==> config.mk <==
export PLATFORM = sky130hd
export DESIGN_NAME = pipe_reg_chain
export DESIGN_NICKNAME = d
export VERILOG_FILES = /design/src/rtl/pipe_reg_chain.sv
export SDC_FILE = /design/constraint.sdc
export NUM_CORES = 1
export LEC_CHECK = 0
export CELL_PAD_IN_SITES_DETAIL_PLACEMENT = 0
export CELL_PAD_IN_SITES_GLOBAL_PLACEMENT = 1
export CORE_ASPECT_RATIO = 1.75
export CORE_MARGIN = 1
export CORE_UTILIZATION = 24
export DETAILED_ROUTE_END_ITERATION = 10
export PLACE_DENSITY = 0.61
export REMOVE_ABC_BUFFERS = 1
export SLEW_MARGIN = 20
export SYNTH_ARGS = -nofsm -noshare
export SYNTH_HDL_FRONTEND = slang
export SYNTH_SLANG_ARGS = --single-unit
==> constraint.sdc <==
create_clock -name clk -period 2.5 [get_ports clk]
set_clock_uncertainty 0.15 [all_clocks]
set_input_delay 0.375 -clock clk [delete_from_list [all_inputs] [get_ports clk]]
set_output_delay 0.375 -clock clk [all_outputs]
set_load 0.02 [all_outputs]
==> src/rtl/pipe_reg_chain.sv <==
// Parametrised valid/ready pipeline register chain. Bubbles collapse while the output stalls.
// Reports occupancy and supports a synchronous squash of all stages.
module pipe_reg_chain #(
    parameter int unsigned      WIDTH     = 32,
    parameter int unsigned      DEPTH     = 2,
    parameter logic [WIDTH-1:0] RESET_VAL = '0
) (
    input  logic                       clk,
    input  logic                       rst,
    input  logic                       flush,
    input  logic                       in_valid,
    output logic                       in_ready,
    input  logic [WIDTH-1:0]           in_data,
    output logic                       out_valid,
    input  logic                       out_ready,
    output logic [WIDTH-1:0]           out_data,
    output logic [$clog2(DEPTH+1)-1:0] count
);

    localparam int unsigned CW = $clog2(DEPTH + 1);

    // Handshake: a word moves across a port on a rising edge only when valid and ready
    // are both high in the cycle before; valid never depends on ready of the same port.
    logic [DEPTH-1:0] v_q, v_d;
    logic [WIDTH-1:0] d_q [DEPTH];
    logic [WIDTH-1:0] d_d [DEPTH];
    logic [DEPTH-1:0] adv;
    logic             in_xfer;
    logic [CW-1:0]    cnt;

    // A stage may advance if it is empty or anything downstream of it can advance.
    always_comb begin
        logic a;
        adv = '0;
        a   = !v_q[DEPTH-1] | out_ready;
        adv[DEPTH-1] = a;
        for (int i = int'(DEPTH) - 2; i >= 0; i--) begin
            a      = !v_q[i] | a;
            adv[i] = a;
        end
    end

    assign in_ready  = adv[0] & !flush;
    assign in_xfer   = in_valid & in_ready;
    assign out_valid = v_q[DEPTH-1] & !flush;
    assign out_data  = d_q[DEPTH-1];

    always_comb begin
        v_d = v_q;
        for (int i = 0; i < int'(DEPTH); i++) begin
            d_d[i] = d_q[i];
        end
        if (flush) begin
            v_d = '0;
        end else begin
            if (adv[0]) begin
                v_d[0] = in_xfer;
                if (in_xfer) begin
                    d_d[0] = in_data;
                end
            end
            for (int i = 1; i < int'(DEPTH); i++) begin
                if (adv[i]) begin
                    v_d[i] = v_q[i-1];
                    if (v_q[i-1]) begin
                        d_d[i] = d_q[i-1];
                    end
                end
            end
        end
    end

    always_ff @(posedge clk or posedge rst) begin
        if (rst) begin
            v_q <= '0;
            for (int i = 0; i < int'(DEPTH); i++) begin
                d_q[i] <= RESET_VAL;
            end
        end else begin
            v_q <= v_d;
            for (int i = 0; i < int'(DEPTH); i++) begin
                d_q[i] <= d_d[i];
            end
        end
    end

    // Occupancy reflects registered state only, so a flush shows up after its edge.
    always_comb begin
        cnt = '0;
        for (int i = 0; i < int'(DEPTH); i++) begin
            cnt = cnt + CW'(v_q[i]);
        end
    end

    assign count = cnt;

endmodule

Word-level counts from Yosys, hierarchy flattened

Cells that the tools add are included.

Word-level logic and storage cells: 21
Flip-flop bits (word level): 66
RAM bits: 0
Bits of input ports: 37
Output and inout port bits: 36
Bits in latches: 0
Memories: 0
Bits in read-only memories: 0

Div/mod/pow operators: 0
Shifts and indexed selects: 0
Reduce and logical (&&, ||, !) cells: 7
$lt $le $gt $ge: 0
Mux-type cells: 3
Add/sub/neg operators: 1
Equality and inequality tests: 0
Bitwise logic cells: 6
$mul: 0

Operator list:

| operator             | count |
|---|---|
| AND reduction 3 bit  | 2 |
| nonzero test 2 bit   | 2 |
| bitwise AND 1 bit    | 3 |
| logical NOT 1 bit    | 3 |
| adder 1 x 1 -> 2 bit | 1 |
| 2-to-1 mux 1 bit     | 2 |
| 2-to-1 mux 2 bit     | 1 |
| OR 1 bit             | 2 |
| inverter 1 bit       | 1 |

Logic depth before layout (Yosys ltp)

Gate-level depths: netlist of run 1.

Word-level depth: 7
Depth in mapped cells: 5
Depth with buffers taken out: 3

Worst setup path before layout of run 1

OpenSTA, ideal clock, no wires.

Path kind: register to register
Start: register v_q[0]
End: register d_q[32] in the netlist's numbering
Required time: 2.225 ns
Buffers on the path: 2
Arrival time: 1.497 ns
Period minus slack after synthesis: 1.772 ns
Setup slack: 0.728 ns
Stages on the path, launching flop included: 6
Library setup time: 0.125 ns
Cells stage by stage: dfrtp_1 > and3b_1 > or3b_1 > buf_6 > buf_12 > mux2_4

Longest elaborated chain between the ends: 5

RTL lines:

| what                            | RTL line | source |
|---|---|---|
| start, declared                 | 24       | `logic [DEPTH-1:0] v_q, v_d;` |
| start signal, assigned          | 80       | `v_q <= v_d;` |
| logical NOT 1 bit *             | 38       | `a = !v_q[i] \| a;` |
| OR 1 bit *                      | 38       |  |
| bitwise AND 1 bit               | 43       | `assign in_ready = adv[0] & !flush;` |
| bitwise AND 1 bit               | 44       | `assign in_xfer = in_valid & in_ready;` |
| AND reduction 3 bit (no line) * | --       |  |
| end signal, assigned by index   | 82       | `d_q[i] <= d_d[i];` |
| end, declared                   | 25       | `logic [WIDTH-1:0] d_q [DEPTH];` |

Mark *: on every way between the ends. The rest lies on a longest branch, timed or not.
A chain may end at the register's enable or synchronous reset.

Worst setup path after layout of run 1

Start: input out_ready
End: output in_ready

Longest elaborated chain between the ends: 3

RTL lines:

| what              | RTL line | source |
|---|---|---|
| start, declared   | 15       | `input logic out_ready,` |
| OR 1 bit          | 35       | `a = !v_q[DEPTH-1] \| out_ready;` |
| OR 1 bit          | 38       |  |
| bitwise AND 1 bit | 43       |  |
| end, declared     | 12       | `output logic in_ready,` |

Every way passes these cells.

==> flow_summary.yaml, run 1 <==
routing:
  drc: 5
  ant_nets: 0
  wl_um: 5250
  via_count: 1481
  vias_per_cell: 4.00
  drtPass1Iterations: 7
  drt_iter0_drc: 34
  wl_per_cell_um: 14.2
synthesis:
  syn_area_per_cell_sq_um: 16.0
  synth_top_area_share_pct: 57.1
  synth_mux_area_share_pct: 28.8
  synth_top_family_by_area: "multiplexers"
  yosysSeqAreaShare_pct: 57.1
  synth_fa_ha_area_share_pct: 0.433
  syn_area_sq_mm: 0.00289
  synth_warnings: 0
  synth_top_area_cell: "dfrtp_1"
  yosys.area_share.simple_pct: 2.16
  synth_xor_area_share_pct: 0
  ys_types: 15
  synth_area_leaders: "dfrtp_1 57%, mux2_4 16%, mux2_2 13%, buf_4 8.3%, buf_12 2.1%"
  synth_cells: 181
  synth-compound-area-share_pct: 0
  ys_seq_elements: 66
die:
  die_y_um: 147
  die_area_sq_mm: 0.0125
  start_util_pct: 24.8
  rows: 52
  coreArea_sq_mm: 0.0116
  io_pins: 73
  dieWidth_um: 85.0
sta:
  finalSetupTns_ps: 0
  holdWs_ps: 287
  fin_crit_sh_pct: 90.3
  slew_headroom_pct: 76.2
  period_needed_ps: 2260
  setup_viol: 0
  drv_slew: 0
  finalHoldViolCount: 0
  worst_pin_slew_ps: 357
  rsz0062_at_grt: "no"
  worst_slack_ps: 242
  fmaxAchievable_mhz: 443
status:
  status: "complete, but fails checks"
  violations: "design-rule violations"
power:
  vdd_drop_max_mv: 0.316
  power.density_mw_per_mm2: 977
  p_leak_nw: 1.71
  power.total_mw: 3.77
global_routing:
  grt_pass1_vias: 1568
  antenna_found_initial: 0
  grt_max_degree: 67
  overflow: 0
  grt_usage_pct: 9.16
  grt_pass1_wl_um: 8440
layout:
  layout.cells.most_common: "clkdlybuf4s50_1"
  fin_area_sq_mm: 0.00386
  area.growth.synth_to_final_pct: 33.6
  mostFrequentLayoutCells: "72 x clkdlybuf4s50_1, 66 x dfrtp_1, 34 x mux2_2"
  fin_cells: 370
  fin_nets: 268
  utilization_pct: 33.2
  antenna_cells: 0
  drive_above_1_share_pct: 37.4
clocking:
  clk_pin_slew_worst_paths_ps: 50
  htree_levels: 3
  clk_latency_ps: 320
  cts_root_buffer: "clkbuf_16"
  clockBufferDepth: 2
  post_cts_resized: 0
  hold_buffers: 0
  cts_buffers: 9
  cts_setup_buffers: 0
  cts_tree: "done"
  clock-sinks: 66
placed_design:
  place_area_sq_mm: 0.00352
  hpwl_um: 3400
  dp_cells: 354
  place.port_buffers: 72
  gp_congestion: 0.633
  dp_slack_ps: 151
worst_setup_path:
  critPathMaxFanout: 3
  startpoint_type: "primary input"
  critical_path_class: "primary input to output pin"
  setup.worst_path.end_class: "output pin"
  required_ps: 1980
  arrival_ps: 1730
hold_path:
  worst_hold_path_type: "primary input to async pin"
job:
  drv_cap: 0
-- flip-flops by register name (all words and copies together), names as in the netlist --
register  cells
d_q          32
v_q           2
out_data     32
-- critical path, stage by stage --
cell and delay (ps):
clkdlybuf4s50_1 460, and3b_1 200, nor2_1 80, clkdlybuf4s50_1 610
-- cell usage after synthesis (all sizes together) --
master	number
and2b	1
and3b	1
buf	39
dfrtp	66
ha	1
inv	1
mux2	64
nor2	5
nor2b	1
nor3b	1
or3b	1
-- final cells by class --
class                      count  area, sq um
fill                        1144         7780
clock buffer                  12          267
timing repair buffer          77          783
multi-input combinational     75          915
tap                          135          169
inverter                       1         3.75
sequential                    66         1650
clock inverter                 4         72.6
-- power by group --
part           total (mW)  switching (mW)  internal (mW)
clock                1.40           0.453          0.952
sequential           1.43           0.119           1.31
combinational       0.940           0.386          0.554
-- logic make-up (layout without fill, tap and decap cells) --
group         after synthesis  in the layout
flops                      66             66
mux                        64             64
buf+inv                    40             94
simple gates               10             10
fa+ha+maj                   1              1
-- path summary, 6_finish.rpt --
path	start	to	slack, ps	depth (start not counted)
setup / recovery	out_ready	in_ready	240	4
hold / removal	rst	d_q[35]	290	3
setup reg to reg	v_q[0]	d_q[58]	570	4
hold reg to reg	d_q[55]	out_data[23]	350	1
max in group asynchronous	rst	out_data[22]	1620	3
min in group clk	d_q[55]	out_data[23]	350	1
-- per-layer routing --
metal | global-route usage, % | share of wire (%) | vias up
li1 | - | - | 681
met1 | 10.8 | 42 | 751
met2 | 14.5 | 51 | 42
met3 | 2.87 | 4.6 | 7
met4 | 5.34 | 2.1 | 0
met5 | 0 | 0 | -
(Power assumes the default switching activity.)
==> inputs of run 2 (changes only) <==
--- a/config.mk
+++ b/config.mk
@@ -9,11 +9,12 @@
 export CELL_PAD_IN_SITES_GLOBAL_PLACEMENT = 1
 export CORE_ASPECT_RATIO = 1.75
 export CORE_MARGIN = 1
-export CORE_UTILIZATION = 24
+export CORE_UTILIZATION = 40
 export DETAILED_ROUTE_END_ITERATION = 10
-export PLACE_DENSITY = 0.61
+export PLACE_DENSITY = 0.89
 export REMOVE_ABC_BUFFERS = 1
 export SLEW_MARGIN = 20
 export SYNTH_ARGS = -nofsm -noshare
 export SYNTH_HDL_FRONTEND = slang
 export SYNTH_SLANG_ARGS = --single-unit
+export TNS_END_PERCENT = 50
==> flow_summary.yaml, run 2 (same netlist as run 1, synthesis figures left out) <==
status:
  status: "complete, no violations"
job:
  drv_cap: 0
routing:
  via_count: 1468
  vias_per_cell: 4.63
  wl_per_cell_um: 15.8
  drc: 0
  drt_iter0_drc: 62
  drtPass1Iterations: 4
  ant_nets: 0
  wl_um: 5010
placed_design:
  hpwl_um: 3290
  gp_congestion: 0.687
  place.port_buffers: 72
die:
  dieWidth_um: 66.3
  die_y_um: 114
  io_pins: 73
  coreArea_sq_mm: 0.00691
  die_area_sq_mm: 0.00758
  start_util_pct: 41.8
  rows: 40
clocking:
  cts_setup_buffers: 0
  clockBufferDepth: 2
  clock-sinks: 66
  cts_root_buffer: "clkbuf_16"
  cts_tree: "done"
  hold_buffers: 0
  htree_levels: 3
  post_cts_resized: 0
  cts_buffers: 9
  clk_pin_slew_worst_paths_ps: 50
  clk_latency_ps: 330
sta:
  fmaxAchievable_mhz: 442
  fin_crit_sh_pct: 90.6
  drv_slew: 0
  period_needed_ps: 2260
  slew_headroom_pct: 76.7
  setup_viol: 0
  worst_pin_slew_ps: 350
  rsz0062_at_grt: "no"
  finalHoldViolCount: 0
  finalSetupTns_ps: 0
worst_setup_path:
  startpoint_type: "primary input"
  critical_path_class: "primary input to output pin"
  cp_common_cell: "clkdlybuf4s50_1"
  critPathBufInv: 2
  cp_top_family: "buffers and inverters"
  slowest_stage: "clkdlybuf4s50_1"
  crit_chain: "clkdlybuf4s50_1 -> and3b_1 -> nor2_1 -> clkdlybuf4s50_1"
  cp_slowest_stage_delay_ps: 610
  required_ps: 1980
  critPathMaxFanout: 3
  setup.worst_path.end_class: "output pin"
  arrival_ps: 1740
power:
  power.total_mw: 3.62
  vdd_drop_max_mv: 0.442
  power.density_mw_per_mm2: 965
  p_leak_nw: 1.68
layout:
  layout.cells.most_common: "clkdlybuf4s50_1"
  drive_above_1_share_pct: 35.6
  fin_nets: 266
  utilization_pct: 54.4
  area.growth.synth_to_final_pct: 29.9
  mostFrequentLayoutCells: "72 x clkdlybuf4s50_1, 66 x dfrtp_1, 34 x mux2_2"
  antenna_cells: 0
global_routing:
  grt_max_degree: 67
  grt_pass1_wl_um: 8120
  grt_usage_pct: 15.2
  antenna_found_initial: 0
  overflow: 0
  grt_pass1_vias: 1607
hold_path:
  worst_hold_path_type: "primary input to async pin"
==> run 2: changes by cell type in the layout (fill, tap and decap cells not counted), sizes merged <==
cell	delta
buf	-2
clkbuf	+2
bufinv	-1
clkinvlp	-1
==> run 2: power breakdown <==
part | switching (mW) | internal [mW] | total, mW
Combinational | 0.384 | 0.554 | 0.938
Clock | 0.421 | 0.825 | 1.25
Sequential | 0.131 | 1.31 | 1.44
==> run 2: layout make-up <==
cell class	instances	area [sq um]
Fill cell	581	3150
Sequential cell	66	1650
Multi-Input combinational cell	75	915
Timing Repair Buffer	75	781
Clock buffer	14	264
Tap cell	84	105
Clock inverter	2	35.0
Inverter	1	3.75
==> run 2: through the flow <==
stage               hold WS, ps  cells  setup slack, ps  cell area [sq um]
floorplan                   291    142            -48.2               2560
global placement            331    301              188               3460
detailed placement          338    301              153               3460
CTS                         323    317              229               3750
global route                344    317              171               3750
finish                      310    317              236               3750
==> run 2: final timing paths <==
| path | from | to | slack [ps] | cells past startpoint |
|---|---|---|---|---|
| setup / recovery | out_ready | in_ready | 240 | 4 |
| hold / removal | rst | d_q[43] | 310 | 3 |
| setup reg to reg | v_q[0] | d_q[56] | 570 | 4 |
| hold reg to reg | d_q[63] | d_q[63] | 350 | 1 |
| max in group asynchronous | rst | d_q[59] | 1610 | 3 |
| min in group clk | d_q[63] | d_q[63] | 350 | 1 |
==> run 2: worst reg2reg max path, cell delays in order (launching register included) <==
cell and delay (ps):
dfrtp_1 410, and3b_1 220, or3b_2 480, buf_12 210, mux2_4 350
==> run 2: layer usage <==
layer | GRT usage (%) | vias up | part of all wire, %
met5 | 0 | - | 0
met4 | 11.1 | 0 | 3.4
met3 | 3.78 | 10 | 3.7
met2 | 24.1 | 41 | 53
met1 | 17.2 | 740 | 40
li1 | - | 677 | -
==> inputs of run 3 (changes only) <==
--- a/config.mk
+++ b/config.mk
@@ -12,6 +12,7 @@
 export CORE_UTILIZATION = 40
 export DETAILED_ROUTE_END_ITERATION = 10
 export PLACE_DENSITY = 0.89
+export RECOVER_POWER = 50
 export REMOVE_ABC_BUFFERS = 1
 export SLEW_MARGIN = 20
 export SYNTH_ARGS = -nofsm -noshare
==> flow_summary.yaml, run 3 (same netlist as run 1, synthesis figures left out) <==
status:
  status: "complete, but fails checks"
  violations: "max-capacitance violations, max-slew violations"
clocking:
  cts_setup_buffers: 0
  cts_buffers: 9
  clock-sinks: 66
  cts_root_buffer: "clkbuf_16"
  clk_pin_slew_worst_paths_ps: 50
  post_cts_resized: 0
  htree_levels: 3
  clockBufferDepth: 2
  clk_latency_ps: 330
  hold_buffers: 0
  cts_tree: "done"
layout:
  drive_above_1_share_pct: 35.2
  area.growth.synth_to_final_pct: 29.4
  mostFrequentLayoutCells: "66 x dfrtp_1, 55 x clkdlybuf4s50_1, 34 x mux2_2"
  utilization_pct: 54.1
  antenna_cells: 0
  fin_nets: 266
  layout.cells.most_common: "dfrtp_1"
global_routing:
  grt_max_degree: 67
  grt_pass1_vias: 1607
  grt_pass1_wl_um: 8120
  antenna_found_initial: 0
  grt_usage_pct: 15.2
  overflow: 0
die:
  coreArea_sq_mm: 0.00691
  die_area_sq_mm: 0.00758
  io_pins: 73
  dieWidth_um: 66.3
  die_y_um: 114
  start_util_pct: 41.8
  rows: 40
sta:
  worst_pin_slew_ps: 1640
  finalHoldViolCount: 0
  setup_viol: 0
  fin_crit_sh_pct: 93.4
  finalSetupTns_ps: 0
  rsz0062_at_grt: "no"
  holdWs_ps: 348
  period_needed_ps: 2340
  worst_slack_ps: 164
  slew_headroom_pct: -9.33
  drv_slew: 67
  fmaxAchievable_mhz: 428
power:
  p_leak_nw: 1.68
  power.total_mw: 3.59
  power.density_mw_per_mm2: 959
  vdd_drop_max_mv: 0.433
worst_setup_path:
  setup.worst_path.end_class: "output pin"
  critPathBufInv: 2
  critical_path_class: "primary input to output pin"
  cp_top_family: "buffers and inverters"
  cp_slowest_stage_delay_ps: 610
  crit_chain: "dlygate4sd3_1 -> and3b_1 -> nor2_1 -> clkdlybuf4s50_1"
  slowest_stage: "clkdlybuf4s50_1"
  critPathMaxFanout: 3
  required_ps: 1980
  arrival_ps: 1810
  startpoint_type: "primary input"
routing:
  drt_iter0_drc: 59
  wl_per_cell_um: 15.8
  ant_nets: 0
  drc: 0
  drtPass1Iterations: 4
  vias_per_cell: 4.65
  wl_um: 5020
  via_count: 1473
placed_design:
  dp_slack_ps: 153
  gp_congestion: 0.687
  place.port_buffers: 72
  hpwl_um: 3290
job:
  drv_cap: 1
hold_path:
  worst_hold_path_type: "flop to flop"
==> run 3: changes by cell type in the layout (fill, tap and decap cells not counted) <==
cell and delta:
inv_2 -1, buf_12 -1, clkdlybuf4s50_1 -17, clkbuf_2 +1
clkinv_1 +1, dlygate4sd3_1 +17
==> run 3: cell type report <==
cell class | instances | area, sq um
fillers | 583 | 3170
inverters | 1 | 3.75
clock inverters | 2 | 35.0
multi-input cells | 75 | 915
flip-flops and latches | 66 | 1650
repair buffers | 75 | 766
clock buffers | 14 | 264
well taps | 84 | 105
==> run 3: report_power, final <==
part	total (mW)	leakage, nW	switching (mW)	internal, mW
clock	1.25	0.147	0.421	0.824
sequential	1.44	0.783	0.127	1.31
combinational	0.905	0.753	0.383	0.522
==> run 3: routing by layer <==
layer	GRT usage [%]	wire, um
met1	17.2	2020
met2	24.1	2640
met3	3.78	187
met5	0	0
met4	11.1	170
==> run 3: per-stage QoR <==
stage,cells,cell area [sq um]
2_1_floorplan,142,2560
3_3_place_gp,301,3460
3_5_place_dp,301,3460
4_1_cts,317,3750
5_1_grt,317,3740
6_report,317,3740
==> run 3: path summary, 6_finish.rpt <==
kind,startpoint,to,slack [ps],cells past startpoint
worst max-delay path,out_ready,in_ready,160,4
worst min register to register,out_data[18],out_data[18],350,1
worst max register to register,v_q[0],d_q[56],570,4
worst min-delay path,out_data[18],out_data[18],350,1
max in group asynchronous,rst,d_q[59],430,3
min in group asynchronous,rst,d_q[43],800,3
